`src/rtl/iob_gpio_event_latch_pkg.sv`:
```
// rtl/iob_gpio_event_latch_pkg.sv - detect-mode encodings and event decode shared by the event latch
//
// Purpose: one place for the per-channel detect-mode encoding and the function
//          that turns (mode, debounced level, previous level) into an event.
// Contents:
//   gpio_ev_mode_e  : 2-bit detect mode (level-high, rising, falling, both edges)
//   gpio_ev_detect  : combinational event decode used by every channel

package iob_gpio_event_latch_pkg;

    typedef enum logic [1:0] {
        GPIO_EV_LEVEL = 2'b00,
        GPIO_EV_RISE  = 2'b01,
        GPIO_EV_FALL  = 2'b10,
        GPIO_EV_BOTH  = 2'b11
    } gpio_ev_mode_e;

    function automatic logic gpio_ev_detect(
        input logic [1:0] mode,
        input logic       lvl,
        input logic       lvl_prev
    );
        logic ev;
        ev = 1'b0;
        case (gpio_ev_mode_e'(mode))
            GPIO_EV_LEVEL: ev = lvl;
            GPIO_EV_RISE:  ev = lvl & ~lvl_prev;
            GPIO_EV_FALL:  ev = ~lvl & lvl_prev;
            GPIO_EV_BOTH:  ev = lvl ^ lvl_prev;
            default:       ev = 1'b0;
        endcase
        return ev;
    endfunction

endpackage

```
`src/rtl/iob_gpio_event_ch.sv`:
```
// rtl/iob_gpio_event_ch.sv - one GPIO event channel: sync, debounce, detect, sticky status
//
// Purpose: capture events from one asynchronous GPIO input into a sticky,
//          write-1-to-clear status bit with an overflow flag.
// Ports:
//   i_clk, i_rst    : clock, synchronous active-high reset
//   i_enable        : gates status/overflow updates (sync/debounce keep running)
//   i_sensor        : raw asynchronous input
//   i_mode          : detect mode (see gpio_ev_mode_e)
//   i_deb_len       : debounce length in cycles minus one, sampled live
//   i_clr           : write-1-to-clear pulse for status and overflow
//   o_level         : debounced level
//   o_status        : sticky event flag
//   o_overflow      : event arrived while status was already set

module iob_gpio_event_ch
    import iob_gpio_event_latch_pkg::*;
#(
    parameter int SYNC_STAGES = 2,
    parameter int DEB_W       = 8
) (
    input  logic             i_clk,
    input  logic             i_rst,
    input  logic             i_enable,
    input  logic             i_sensor,
    input  logic [1:0]       i_mode,
    input  logic [DEB_W-1:0] i_deb_len,
    input  logic             i_clr,
    output logic             o_level,
    output logic             o_status,
    output logic             o_overflow
);

    logic [SYNC_STAGES-1:0] r_sync;
    logic [DEB_W-1:0]       r_cnt;
    logic                   r_level;
    logic                   r_level_prev;
    logic                   r_status;
    logic                   r_overflow;

    logic                   w_s;
    logic                   w_ev;

    assign w_s  = r_sync[SYNC_STAGES-1];
    assign w_ev = gpio_ev_detect(i_mode, r_level, r_level_prev);

    always_ff @(posedge i_clk) begin
        if (i_rst) begin
            r_sync <= '0;
        end else begin
            r_sync <= {r_sync[SYNC_STAGES-2:0], i_sensor};
        end
    end

    // r_cnt counts consecutive cycles the synchronised input has disagreed
    // with the debounced level; the level follows once that run exceeds deb_len.
    always_ff @(posedge i_clk) begin
        if (i_rst) begin
            r_cnt   <= '0;
            r_level <= 1'b0;
        end else if (w_s == r_level) begin
            r_cnt <= '0;
        end else if (r_cnt >= i_deb_len) begin
            r_level <= w_s;
            r_cnt   <= '0;
        end else if (r_cnt != '1) begin
            r_cnt <= r_cnt + DEB_W'(1);
        end
    end

    // A clear and a new event in the same cycle: the clear retires the old
    // event, the new one is kept in status and does not count as overflow.
    always_ff @(posedge i_clk) begin
        if (i_rst) begin
            r_level_prev <= 1'b0;
            r_status     <= 1'b0;
            r_overflow   <= 1'b0;
        end else begin
            r_level_prev <= r_level;
            if (i_enable) begin
                r_status   <= (r_status & ~i_clr) | w_ev;
                r_overflow <= (r_overflow & ~i_clr) | (w_ev & r_status & ~i_clr);
            end
        end
    end

    assign o_level    = r_level;
    assign o_status   = r_status;
    assign o_overflow = r_overflow;

endmodule

```
`src/rtl/iob_gpio_event_latch.sv`:
```
// rtl/iob_gpio_event_latch.sv - multi-channel sticky GPIO event latch with masked interrupt
//
// Purpose: N_CH event channels between GPIO pads and the register file; the
//          masked OR of all status bits drives one registered interrupt.
// Ports:
//   i_clk, i_rst    : clock, synchronous active-high reset
//   i_enable        : capture enable for status/overflow
//   i_sensor        : raw asynchronous inputs, one per channel
//   i_mode          : detect mode, channel i at [2i+1:2i]
//   i_deb_len       : shared debounce length in cycles minus one
//   i_clr           : write-1-to-clear pulses
//   i_irq_mask      : 1 = channel contributes to o_irq
//   o_level         : debounced levels
//   o_status        : sticky event flags
//   o_overflow      : overflow flags
//   o_irq           : registered OR of status & irq_mask

module iob_gpio_event_latch
    import iob_gpio_event_latch_pkg::*;
#(
    parameter int N_CH        = 8,
    parameter int SYNC_STAGES = 2,
    parameter int DEB_W       = 8
) (
    input  logic              i_clk,
    input  logic              i_rst,
    input  logic              i_enable,
    input  logic [N_CH-1:0]   i_sensor,
    input  logic [2*N_CH-1:0] i_mode,
    input  logic [DEB_W-1:0]  i_deb_len,
    input  logic [N_CH-1:0]   i_clr,
    input  logic [N_CH-1:0]   i_irq_mask,
    output logic [N_CH-1:0]   o_level,
    output logic [N_CH-1:0]   o_status,
    output logic [N_CH-1:0]   o_overflow,
    output logic              o_irq
);

    logic [N_CH-1:0] w_status;
    logic            r_irq;

    for (genvar g = 0; g < N_CH; g++) begin : g_ch
        iob_gpio_event_ch #(
            .SYNC_STAGES (SYNC_STAGES),
            .DEB_W       (DEB_W)
        ) u_ch (
            .i_clk      (i_clk),
            .i_rst      (i_rst),
            .i_enable   (i_enable),
            .i_sensor   (i_sensor[g]),
            .i_mode     (i_mode[2*g+1:2*g]),
            .i_deb_len  (i_deb_len),
            .i_clr      (i_clr[g]),
            .o_level    (o_level[g]),
            .o_status   (w_status[g]),
            .o_overflow (o_overflow[g])
        );
    end

    always_ff @(posedge i_clk) begin
        if (i_rst) begin
            r_irq <= 1'b0;
        end else begin
            r_irq <= |(w_status & i_irq_mask);
        end
    end

    assign o_status = w_status;
    assign o_irq    = r_irq;

endmodule

```
`config.mk`:
```
export PLATFORM = sky130hd
export DESIGN_NAME = iob_gpio_event_latch
export DESIGN_NICKNAME = d
export VERILOG_FILES = /design/src/rtl/iob_gpio_event_latch_pkg.sv /design/src/rtl/iob_gpio_event_ch.sv /design/src/rtl/iob_gpio_event_latch.sv
export SDC_FILE = /design/constraint.sdc
export NUM_CORES = 1
export LEC_CHECK = 0
export BUFFER_PORTS_ARGS = -buffer_cell sky130_fd_sc_hd__buf_2
export CORE_ASPECT_RATIO = 1.2
export CORE_MARGIN = 2
export CORE_UTILIZATION = 65
export CTS_BUF_LIST = sky130_fd_sc_hd__clkbuf_4
export DETAILED_ROUTE_END_ITERATION = 7
export PLACE_DENSITY = 0.9
export SLEW_MARGIN = 25
export SYNTH_ARGS = -nofsm -noshare
export SYNTH_HDL_FRONTEND = slang
export SYNTH_HIERARCHICAL = 1
export SYNTH_SLANG_ARGS = --single-unit
export TNS_END_PERCENT = 20
```
`constraint.sdc`:
```
create_clock -name i_clk -period 4.95 [get_ports i_clk]
set_input_delay 0.495 -clock i_clk [delete_from_list [all_inputs] [get_ports i_clk]]
set_output_delay 0.495 -clock i_clk [all_outputs]
set_load 0.02 [all_outputs]
```
### Word level (Yosys, flattened, before mapping)

Cells that the tools add are included.

| storage, ports and cells | value |
|---|---|
| bits in latches | 0 |
| bits in writable memories | 0 |
| input bits | 51 |
| logic and storage cells | 243 |
| memories kept | 0 |
| bits in registers | 113 |
| ROM bits | 0 |
| output and inout bits | 25 |

| operators by class | value |
|---|---|
| bitwise gates (word level) | 105 |
| $add $sub $neg | 8 |
| mux-type cells | 8 |
| order comparisons | 8 |
| shift-type cells | 0 |
| reduce and logical (&&, ||, !) cells | 25 |
| div/mod/pow operators | 0 |
| multiply operators | 0 |
| eq/ne operators | 40 |

Operator list:

| kind | number |
|---|---|
| $add 8x1->8 const B | 8 |
| $ge 8x8->1 | 8 |
| $ne 8x8->1 const B | 8 |
| $and 1x1->1 | 48 |
| $eq 2x2->1 const B | 16 |
| $not 1->1 | 32 |
| $pmux 1 s4 | 8 |
| $reduce_or 3->1 | 8 |
| $eq 2x1->1 const B | 8 |
| $logic_not 2->1 | 8 |
| $or 1x1->1 | 16 |
| $reduce_and 2->1 | 8 |
| $and 8x8->8 | 1 |
| $eq 1x1->1 | 8 |
| $reduce_or 8->1 | 1 |
| $xor 1x1->1 | 8 |

### Longest topological paths before layout

Gate-level depths: netlist (run 1).

| logic depth | value |
|---|---|
| word-level depth | 6 |
| mapped depth | 6 |
| mapped depth without buffers | 6 |

### Cells and area by module

Netlist (run 1), hierarchy kept.

Modules (own cells, without submodules):

| module | sequential area each (um2) | instances | cells each | area an instance (um2) |
|---|---|---|---|---|
| iob_gpio_event_ch (g_ch[0].u_ch ...) | 280.3 | 7 | 88 | 824.5 |
| iob_gpio_event_ch (g_ch[7].u_ch) | 280.3 | 1 | 94 | 800.8 |
| iob_gpio_event_latch | 20.0 | 1 | 6 | 58.8 |

### Worst setup path after synthesis (run 1)

No wires, ideal clock.

| timing path | value |
|---|---|
| kind | input -> register |
| start point | in i_deb_len[2] |
| end point | reg g_ch[0].u_ch.r_level |
| buffers on the path | 0 |
| setup time | 0.123 ns |
| data arrival time | 1.752 ns |
| cell stages on the path | 6 |
| slack | 3.075 ns |
| data required time | 4.827 ns |
| cells stage by stage | inv_1 -> ha_1 -> a211o_1 -> a31oi_2 -> o211ai_1 -> mux2_1 |

| between the ends | value |
|---|---|
| cells in the longest elaborated chain, start to end | 2 |

Ends and longest elaborated chain:

| element | line | text |
|---|---|---|
| start, declared | iob_gpio_event_latch.sv:30 | `input logic [DEB_W-1:0] i_deb_len,` |
| $ge 8x8->1 | iob_gpio_event_ch.sv:63 | `end else if (r_cnt >= i_deb_len) begin` |
| $reduce_and 2->1 (no source line) | - |  |
| end signal, assigned | iob_gpio_event_ch.sv:64 | `r_level <= w_s;` |
| end, declared | iob_gpio_event_ch.sv:36 | `logic r_level;` |

No other way between the ends.
A chain may end at the register's enable or synchronous reset.

### Worst setup path in the final report (run 1)

| timing path | value |
|---|---|
| start point | reg g_ch[0].u_ch.r_cnt[2] |
| end point | reg g_ch[0].u_ch.r_level |

| between the ends | value |
|---|---|
| cells in the longest elaborated chain, start to end | 2 |

Ends and longest elaborated chain:

| element | line | text |
|---|---|---|
| start, declared | iob_gpio_event_ch.sv:35 | `logic [DEB_W-1:0] r_cnt;` |
| start signal, assigned | iob_gpio_event_ch.sv:67 | `r_cnt <= r_cnt + DEB_W'(1);` |
| $ge 8x8->1 | iob_gpio_event_ch.sv:63 |  |
| $reduce_and 2->1 (no source line) | - |  |

No other way between the ends.

==> results of run 1 <==
-- worst paths after layout --
kind                                      startpoint                           endpoint  slack [ps]  depth (start not counted)
setup reg to reg  g_ch[0].u_ch/r_cnt[2]$_SDFFE_PP0P_  g_ch[0].u_ch/o_level$_SDFFE_PP0P_        3080                          5
setup / recovery  g_ch[0].u_ch/r_cnt[2]$_SDFFE_PP0P_  g_ch[0].u_ch/o_level$_SDFFE_PP0P_        3080                          5
hold reg to reg    g_ch[4].u_ch/r_sync[0]$_SDFF_PP0_  g_ch[4].u_ch/r_sync[1]$_SDFF_PP0_         440                          1
hold / removal                           i_sensor[5]  g_ch[5].u_ch/r_sync[0]$_SDFF_PP0_         190                          2
-- layout make-up --
| type | count | area (um^2) |
|---|---|---|
| sequential | 113 | 2262 |
| fill | 693 | 2575 |
| clock buffer | 20 | 150.1 |
| inverter | 88 | 330.3 |
| clock inverter | 11 | 72.57 |
| timing repair buffer | 75 | 377.9 |
| multi-input combinational | 514 | 4034 |
| tap | 126 | 157.7 |
-- cells in the mapped netlist (all sizes together) --
library cell	count	area (um^2)
dfxtp	113	2262
ha	88	1101
inv	88	330.3
nor2	51	191.4
nand2	50	187.7
a21oi	40	200.2
and3	36	225.2
nor3	34	205.2
nor2b	32	200.2
a31oi	23	187.7
nand3	17	85.08
xnor2	16	140.1
and4	14	122.6
o2111ai	14	245.2
o21ai	10	50.04
a211oi	9	72.57
mux2	8	90.09
mux2i	8	80.08
mux4	8	180.2
nor3b	8	60.06
a211o	7	61.31
a21o	7	52.55
a311oi	7	105.1
and2	7	43.79
nand2b	7	43.79
o211ai	7	52.55
a22oi	4	30.03
a2111o	1	11.26
a41oi	1	8.760
buf	1	5.000
-- cells by family (layout without fill, tap and decap cells) --
family | Yosys count | count (layout) | share of synthesized area (%)
multiplexers | 24 | 24 | 5.283
adder cells (fa/ha/maj) | 88 | 88 | 16.60
XOR/XNOR | 16 | 16 | 2.113
buffers and inverters | 89 | 194 | 5.057
flip-flops | 113 | 113 | 34.11
AO/OA/AOI/OAI | 130 | 130 | 16.25
AND/OR/NAND/NOR | 256 | 256 | 20.58
-- critical path, delay by kind of cell, from the launching register on --
family	cells	cell delay, ps
muxes	1	340
DFF	1	430
AOI/OAI and AO/OA	3	700
adders and majority gates	1	290
-- registers in the layout (all words and copies together) (netlist names) --
name,cells
g_ch.u_ch/r_cnt,64
g_ch.u_ch/r_sync,16
g_ch.u_ch/o_level,8
g_ch.u_ch/o_overflow,8
g_ch.u_ch/o_status,8
g_ch.u_ch/r_level_prev,8
o_irq,1
-- metal layers --
layer | up-vias | routed length [um] | track usage (%) | share of wire (%)
met5 | - | 0 | 0 | 0
met1 | 2603 | 5947 | 31.92 | 40
met4 | 0 | 422 | 14.00 | 2.9
met3 | 38 | 939 | 7.637 | 6.4
met2 | 165 | 7445 | 49.58 | 50
li1 | 2760 | - | - | -
-- report_power, final --
| part | internal [W] | leakage (nW) | switching [W] |
|---|---|---|---|
| sequential | 0.000917 | 0.914 | 0.00000570 |
| clock | 0.000249 | 0.131 | 0.000326 |
| combinational | 0.0000519 | 2.45 | 0.0000748 |
| total | 0.00122 | 3.50 | 0.000407 |
-- layout by cell type (no fill, tap or decap), types with 8 or more instances in the layout --
master,n
ha_1,88
dfxtp_1,113
a211oi_1,8
mux4_2,8
a31oi_1,16
nor3_1,27
nor3b_1,8
buf_2,74
and3_1,36
inv_1,88
xnor2_1,16
and4_1,14
clkbuf_4,20
nand2_1,50
nor2b_1,32
a21oi_1,40
o21ai_0,9
mux2i_1,8
nand3_1,17
nor2_1,51
-- through the flow --
step | power (W) | instances | setup slack [ps] | hold WS [ps] | instance area (um^2)
floorplan | 0.001010 | 716 | 3075 | 413.8 | 6631
global placement | 0.001059 | 916 | 2744 | 420.3 | 7159
detailed placement | 0.001068 | 916 | 2627 | 424.7 | 7159
CTS | 0.001635 | 947 | 3087 | 138.2 | 7382
global route | 0.001696 | 947 | 2961 | 138.2 | 7385
finish | 0.001624 | 947 | 3076 | 185.3 | 7385
==> flow_summary.toml, run 1 <==
[run_status]
status = "complete, no violations"

[detailed_routing]
drtPass1Iterations = 5
dr.first_iter.drc_count = 195
vias_per_cell = 5.878
avgRoutedWirePerCell_um = 15.58
wirelength_um = 14760
route.detailed.drc = 0
ant_nets = 0
vias = 5566

[worst_setup_path]
endpoint_kind = "flip-flop"
required_ps = 5350
crit_arrival_ps = 2270
critPathSlowestCell = "dfxtp_1"
path_max_fanout = 6
slowest_delay_ps = 430
cp-start-kind = "flip-flop"
critical_path_class = "flip-flop to flip-flop"
critical_path.cell_chain = "ha_1 -> a211o_1 -> a31oi_2 -> o211ai_1 -> mux2_1"

[clock_network]
cts_root_buf = "clkbuf_4"
cts_buffer_depth = 2
cts_tree = "built"
clock_latency_ps = 520
post_cts_resized = 0
cts-buffers-inserted = 17
htreeDepth = 4
postCtsSetupBuffers = 0
clk_pin_slew_worst_paths_ps = 90
holdBufCountCts = 0
cts_num_sinks = 113

[floorplan]
dieArea_um2 = 11030
die_y_um = 114.6
start_util_pct = 66.58
coreArea_um2 = 9960
fp-row-count = 40
ioPinCount = 76
floorplan.die.width_um = 96.21

[sta]
rsz0062_at_grt = "false"
tightest_slew_ps = 629.7
fin_crit_ps = 1874
fmax_mhz = 533.7
hold_viol = 0
skew_ps = 12.83
finalSetupViolations = 0
period_share_pct = 37.85
maxSlewViolCount = 0
slew_headroom_pct = 58.02
setup_tns_ps = 0

[synth]
syn_avg_cell_area_um2 = 9.262
postSynthCellCount = 716
yosys_warnings = 6
syn_nets = 855
syn_area_um2 = 6631
ys_ff_latch = 113
ys_seq_area_share_pct = 34.11
yosysUniqueCellTypes = 36

[placement]
port_buffers = 75
gp_congestion = 0.8274
place.detailed.hpwl_um = 10880

[pwr]
p_leak_nw = 3.497
power_density_nw_per_um2 = 220.0
peakVddDrop_v = 0.0001616

[finish]
fin_nets = 948
finish.utilization_pct = 74.15
n_antenna_cell = 0
drive_above_1_share_pct = 16.81
synthToLayoutAreaGrowth_pct = 11.36

[hold_path]
hold_path.class = "primary input to flip-flop"

[grt]
grt_max_degree = 58
antenna_found_initial = 0
grtUsageTotal_pct = 28.64
grt_overflow_total = 0
grt_first_pass_wirelength_um = 24600
grt_pass1_vias = 5671

[job]
drv_cap = 0
(Power assumes the default switching activity.)
==> run 2: changes to the inputs <==
ABC_AREA = 1   (was not set)
CORE_UTILIZATION = 56   (was 65)
PLACE_DENSITY = 0.82   (was 0.9)
clock period = 1.7 ns   (was 4.95 ns; I/O delays follow)
==> run 2 against run 1 <==
Effect of this change:
- sequential share of layout area fell by 4.3 points
- global-route usage fell by 4.8 points
- setup slack worse by 2900 ps
- largest power group unchanged
- flip-flop and latch count stayed put
- final cell count grew 48%
- largest cell class unchanged
- first-iteration DRC count grew 12%
- die area rose by 27%
- register-to-register slack lost 2900 ps
- sequential power rose to 3.0 times the previous value
- worst hold slack worse by 150 ps
- non-clock buffer count rose by 35
==> flow_summary.toml, run 2 <==
[sta]
slew_headroom_pct = 78.72
setup_tns_ps = 0
rsz0062_at_grt = "false"
skew_ps = 16.29
tightest_slew_ps = 319.2
hold_viol = 0
fin_hold_ws_ps = 38.12
finalSetupViolations = 0
fmax_mhz = 647.9
maxSlewViolCount = 0
fin_crit_ps = 1544
period_share_pct = 90.79

[pwr]
switching_share_pct = 26.19
power.internal_w = 0.003928
p_leak_nw = 4.714
p_total_w = 0.005321
switching_power_w = 0.001393
clkPwrFrac_pct = 38.2
power_density_nw_per_um2 = 620.1
power_frac_comb_pct = 10.7
seqPwrFrac_pct = 51.1
peakVddDrop_v = 0.0005597

[finish]
final_cell_area_um2 = 8582
synthToLayoutAreaGrowth_pct = 16.83
drive_above_1_share_pct = 13.36
top_register = "g_ch.u_ch/r_cnt"
top_regs = "g_ch.u_ch/r_cnt (64), g_ch.u_ch/r_sync (16)"
layout.cells.most_common = "nand2_1"
fin_nets = 1361
finish.utilization_pct = 67.44
final_cell_mix = "nand2_1 (263), inv_1 (228), nor2_1 (180), dfxtp_1 (113), ha_1 (88)"
largest_reg_flops = 64

[detailed_routing]
vias_per_cell = 4.798
drtPass1Iterations = 5
wirelength_um = 15940
route.detailed.drc = 0
dr.first_iter.drc_count = 219
ant_nets = 0
avgRoutedWirePerCell_um = 11.39
vias = 6717

[clock_network]
cts-buffers-inserted = 17
cts_buffer_depth = 2
cts_num_sinks = 113
clk_pin_slew_worst_paths_ps = 90
cts_root_buf = "clkbuf_4"
htreeDepth = 4
clock_latency_ps = 550
cts_tree = "built"

[worst_setup_path]
required_ps = 2170
path_max_fanout = 8
endpoint_kind = "flip-flop"
critical_path_class = "flip-flop to flip-flop"
cp-start-kind = "flip-flop"
crit_arrival_ps = 2010

[floorplan]
die_y_um = 129.5
start_util_pct = 57.73
coreArea_um2 = 12720
dieArea_um2 = 14050
fp-row-count = 45
ioPinCount = 76
floorplan.die.width_um = 108.6

[synth]
async_flop_share_pct = 0
syn_area_um2 = 7346
postSynthCellCount = 1093
yosys_warnings = 6
synth_top_cell_by_area = "dfxtp_1"
yosysMostFrequentCell = "nand2_1"
ys_ff_latch = 113
syn_nets = 1232
synth_edf_count = 0
syn_avg_cell_area_um2 = 6.721
synth_top_area_share_pct = 30.80
yosysUniqueCellTypes = 23
ys_seq_area_share_pct = 30.80
synth_flop_cell = "dfxtp_1"
ys_top_cells_by_count = "nand2_1 (263), inv_1 (228), nor2_1 (180), dfxtp_1 (113), ha_1 (88)"
synthTopCellsByArea = "dfxtp_1 (31%), ha_1 (15%), nand2_1 (13%)"

[grt]
antenna_found_initial = 1
grt_first_pass_wirelength_um = 26750
grtUsageTotal_pct = 23.85
grt_overflow_total = 0
grt_max_degree = 17
grt_pass1_vias = 6457

[run_status]
status = "complete, no violations"

[placement]
gp_congestion = 0.8546
port_buffers = 75
postPlaceCellArea_um2 = 7991
place.detailed.hpwl_um = 11610

[job]
drv_cap = 0

[hold_path]
hold_path.class = "primary input to flip-flop"
## run 2: changes by cell type in the layout (fill, tap and decap cells not counted), sizes merged, moves of 15 or more
cell,before,now
o21ai,10,30
nor2b,32,0
nor2,51,202
dlygate4sd3,0,28
inv,88,235
xor2,0,22
a31oi,23,0
a21oi,40,25
nand3,17,51
and3,36,0
nand2,50,277
nor3,34,10
## run 2: power groups by stage
stage	clock (W)	sequential (W)	combinational, W
after global placement	0	0.00278	0.000490
after detailed placement	0	0.00278	0.000504
after floorplan	0	0.00279	0.000273
after CTS	0.00209	0.00272	0.000558
after global routing	0.00220	0.00273	0.000643
final	0.00203	0.00272	0.000568
## run 2: logic make-up (layout without fill, tap and decap cells)
logic type	after synthesis	count (layout)	share of synthesized area, %
fa+ha+maj	88	88	14.99
flops	113	113	30.80
simple gates	556	556	33.30
xor+xnor	29	29	3.458
buf+inv	236	378	12.08
other cells	0	1	0
compound gates	71	71	5.382
## run 2: worst max-delay path, stage by stage, from the launching register on
cell and delay [ps]:
dfxtp_1 380, inv_1 80, ha_1 280, nand2_1 70, nor2_1 40, nor2_1 90
nand2_1 70, nand2_1 110, nand4_2 210, nor2_1 150
## run 2: through the flow
| step | setup WS, ps | std cells |
|---|---|---|
| floorplan | 310.7 | 1093 |
| global placement | 88.55 | 1339 |
| detailed placement | 40.80 | 1339 |
| CTS | 131.5 | 1399 |
| global route | 0.4892 | 1400 |
| finish | 156.5 | 1400 |
## run 2: layer usage
metal  wire length [um]  vias to the layer above  part of all wire, %  track usage (%)
li1                   -                     3575                    -                -
met1               6959                     2980                   44            26.13
met2               7970                      126                   50            43.49
met3                602                       36                  3.8            5.080
met4                411                        0                  2.6            11.24
met5                  0                        -                    0                0
## run 2: final cells by class
cell class              instances  area, um^2
repair buffers                110       720.7
fillers                      1124        4143
clock buffers                  18       135.1
flip-flops and latches        113        2262
multi-input cells             744        4223
inverters                     236       887.1
diodes                          1       2.502
well taps                     164       205.2
clock inverters                14       146.4
## run 2: what timing repair did
action                                  in CTS  in global routing
gates resized for setup                      0                  3
endpoints found under the setup margin       0                  8
buffers inserted                             0                  0
hold buffers                                28                  0
endpoints found under the hold margin       27                  0
## run 2: worst paths after layout
check | cells after the start | slack (ps) | startpoint | end
setup / recovery | 9 | 160 | g_ch[0].u_ch/r_cnt[0]$_SDFFE_PP0P_ | g_ch[0].u_ch/r_cnt[4]$_SDFFE_PP0P_
setup reg to reg | 9 | 160 | g_ch[0].u_ch/r_cnt[0]$_SDFFE_PP0P_ | g_ch[0].u_ch/r_cnt[4]$_SDFFE_PP0P_
hold reg to reg | 2 | 400 | g_ch[4].u_ch/r_sync[0]$_SDFF_PP0_ | g_ch[4].u_ch/r_sync[1]$_SDFF_PP0_
hold / removal | 5 | 40 | i_mode[1] | g_ch[0].u_ch/o_status$_SDFFE_PP0P_
==> run 3: changes to the inputs <==
CORE_ASPECT_RATIO = 2   (was 1.2)
==> run 3 against run 2 <==
Effect of this change:
- first-iteration DRC count is 1.8% higher
- combinational power is 2% lower
- wire length is 0.16% higher
- setup slack worse by 18 ps
- die area is 0.37% higher
- worst hold slack worse by 6.4 ps
- total power is 6.7% higher
- register-to-register slack worse by 20 ps
- critical path type unchanged
==> flow_summary.toml, run 3 (same netlist as run 2, synthesis figures left out) <==
[run_status]
status = "complete, no violations"

[pwr]
p_leak_nw = 4.672
power_density_nw_per_um2 = 661.5
peakVddDrop_v = 0.0005479

[sta]
fin_crit_ps = 1561
slew_headroom_pct = 77.38
skew_ps = 15.80
rsz0062_at_grt = "false"
maxSlewViolCount = 0
fmax_mhz = 640.6
hold_viol = 0
period_share_pct = 91.83
finalSetupViolations = 0
tightest_slew_ps = 339.2
layout_setup_ws_ps = 138.9

[finish]
largest_reg_flops = 64
final_cell_mix = "nand2_1 (263), inv_1 (228), nor2_1 (180), dfxtp_1 (113), ha_1 (88)"
top_register = "g_ch.u_ch/r_cnt"
synthToLayoutAreaGrowth_pct = 16.81
top_regs = "g_ch.u_ch/r_cnt (64), g_ch.u_ch/r_sync (16)"
stdcell_count = 1380
fillers = 1141
layout.cells.most_common = "nand2_1"
fin_nets = 1353
drive_above_1_share_pct = 13.53

[floorplan]
start_util_pct = 56.86
dieArea_um2 = 14110
floorplan.die.width_um = 84.99
die_y_um = 166.0
fp-row-count = 59
coreArea_um2 = 12920
ioPinCount = 76

[grt]
grtUsageTotal_pct = 23.93
antenna_found_initial = 1
grt_max_degree = 21
grt_first_pass_wirelength_um = 27770
grt_overflow_total = 0
grt_pass1_vias = 6757

[placement]
post-place-ws_ps = -20.23
gp_congestion = 0.8674
port_buffers = 75
dp.cells = 1325
place.detailed.hpwl_um = 12160

[hold_path]
hold_path.class = "primary input to flip-flop"
holdPathStages = 5

[clock_network]
clk_pin_slew_worst_paths_ps = 110
cts_tree = "built"
cts_root_buf = "clkbuf_4"
postCtsSetupBuffers = 0
cts-buffers-inserted = 17
cts_num_sinks = 113
clock_latency_ps = 520
htreeDepth = 4
cts_buffer_depth = 2

[worst_setup_path]
required_ps = 2160
r2r_cells = 9
cp-start-kind = "flip-flop"
path_max_fanout = 8
critical_path_class = "flip-flop to flip-flop"
endpoint_kind = "flip-flop"
crit_arrival_ps = 2020

[detailed_routing]
wirelength_um = 15970
vias_per_cell = 4.912
dr.first_iter.drc_count = 223
ant_nets = 0
vias = 6778
route.detailed.drc = 0
drtPass1Iterations = 4
avgRoutedWirePerCell_um = 11.57

[job]
drv_cap = 0
run 3: changes by cell type in the layout (fill, tap and decap cells not counted), sizes merged:
cell	change
buf	-2
clkinvlp	-1
bufinv	+2
dlygate4sd3	-6
clkinv	-4
clkbuf	+3
run 3: final timing paths:
kind | start | slack, ps | end
max reg2reg | g_ch[3].u_ch/r_cnt[0]$_SDFFE_PP0P_ | 140 | g_ch[3].u_ch/r_cnt[6]$_SDFFE_PP0P_
min reg2reg | g_ch[7].u_ch/r_sync[0]$_SDFF_PP0_ | 400 | g_ch[7].u_ch/r_sync[1]$_SDFF_PP0_
max | g_ch[3].u_ch/r_cnt[0]$_SDFFE_PP0P_ | 140 | g_ch[3].u_ch/r_cnt[6]$_SDFFE_PP0P_
min | i_mode[5] | 30 | g_ch[2].u_ch/o_status$_SDFFE_PP0P_
run 3: repair_timing:
item	in CTS	in global routing
hold endpoints to repair	29	0
gates resized for setup	0	6
hold buffers	22	0
endpoints found under the setup margin	0	30
run 3: worst max-delay path, stage by stage, from the launching register on:
cell and delay, ps:
dfxtp_1 390, inv_1 80, ha_1 270, nand2_1 60, nor2_1 40, nor2_1 90
nand2_1 110, nand2_1 170, nand4_4 170, nor2_1 150
run 3: where the power goes:
part           internal (W)  leakage, nW  switching, W
Combinational      0.000227         3.57      0.000328
Clock               0.00137        0.187       0.00103
Sequential          0.00269        0.915     0.0000305
Total               0.00429         4.67       0.00139
run 3: per-stage QoR:
stage	setup TNS [ps]	area, um^2	util, %	total power [W]	hold WS (ps)
2_1_floorplan	0	7346	-	0.003067	239.1
3_3_place_gp	0	7961	61.63	0.003268	369.3
3_5_place_dp	-30.87	7961	61.63	0.003285	379.6
4_1_cts	0	8526	66.00	0.005718	5.500
5_1_grt	0	8581	66.42	0.005926	19.14
6_report	0	8581	66.42	0.005677	31.74
run 3: metal layers:
metal	vias up	part of all wire, %	routed length (um)	GRT usage [%]
li1	3563	-	-	-
met1	3075	38	6087	23.39
met2	108	56	8870	45.72
met3	32	3.5	561	5.169
met4	0	2.8	448	11.46
met5	-	0	0	0
run 3: cell type report:
class / instances / area [um^2] / area share [%]
diodes: 1 / 2.502 / 0.02916
clock inverters: 11 / 186.4 / 2.173
flip-flops and latches: 113 / 2262 / 26.36
repair buffers: 102 / 645.6 / 7.524
well taps: 152 / 190.2 / 2.216
clock buffers: 21 / 157.7 / 1.837
inverters: 236 / 887.1 / 10.34
multi-input cells: 744 / 4249 / 49.52
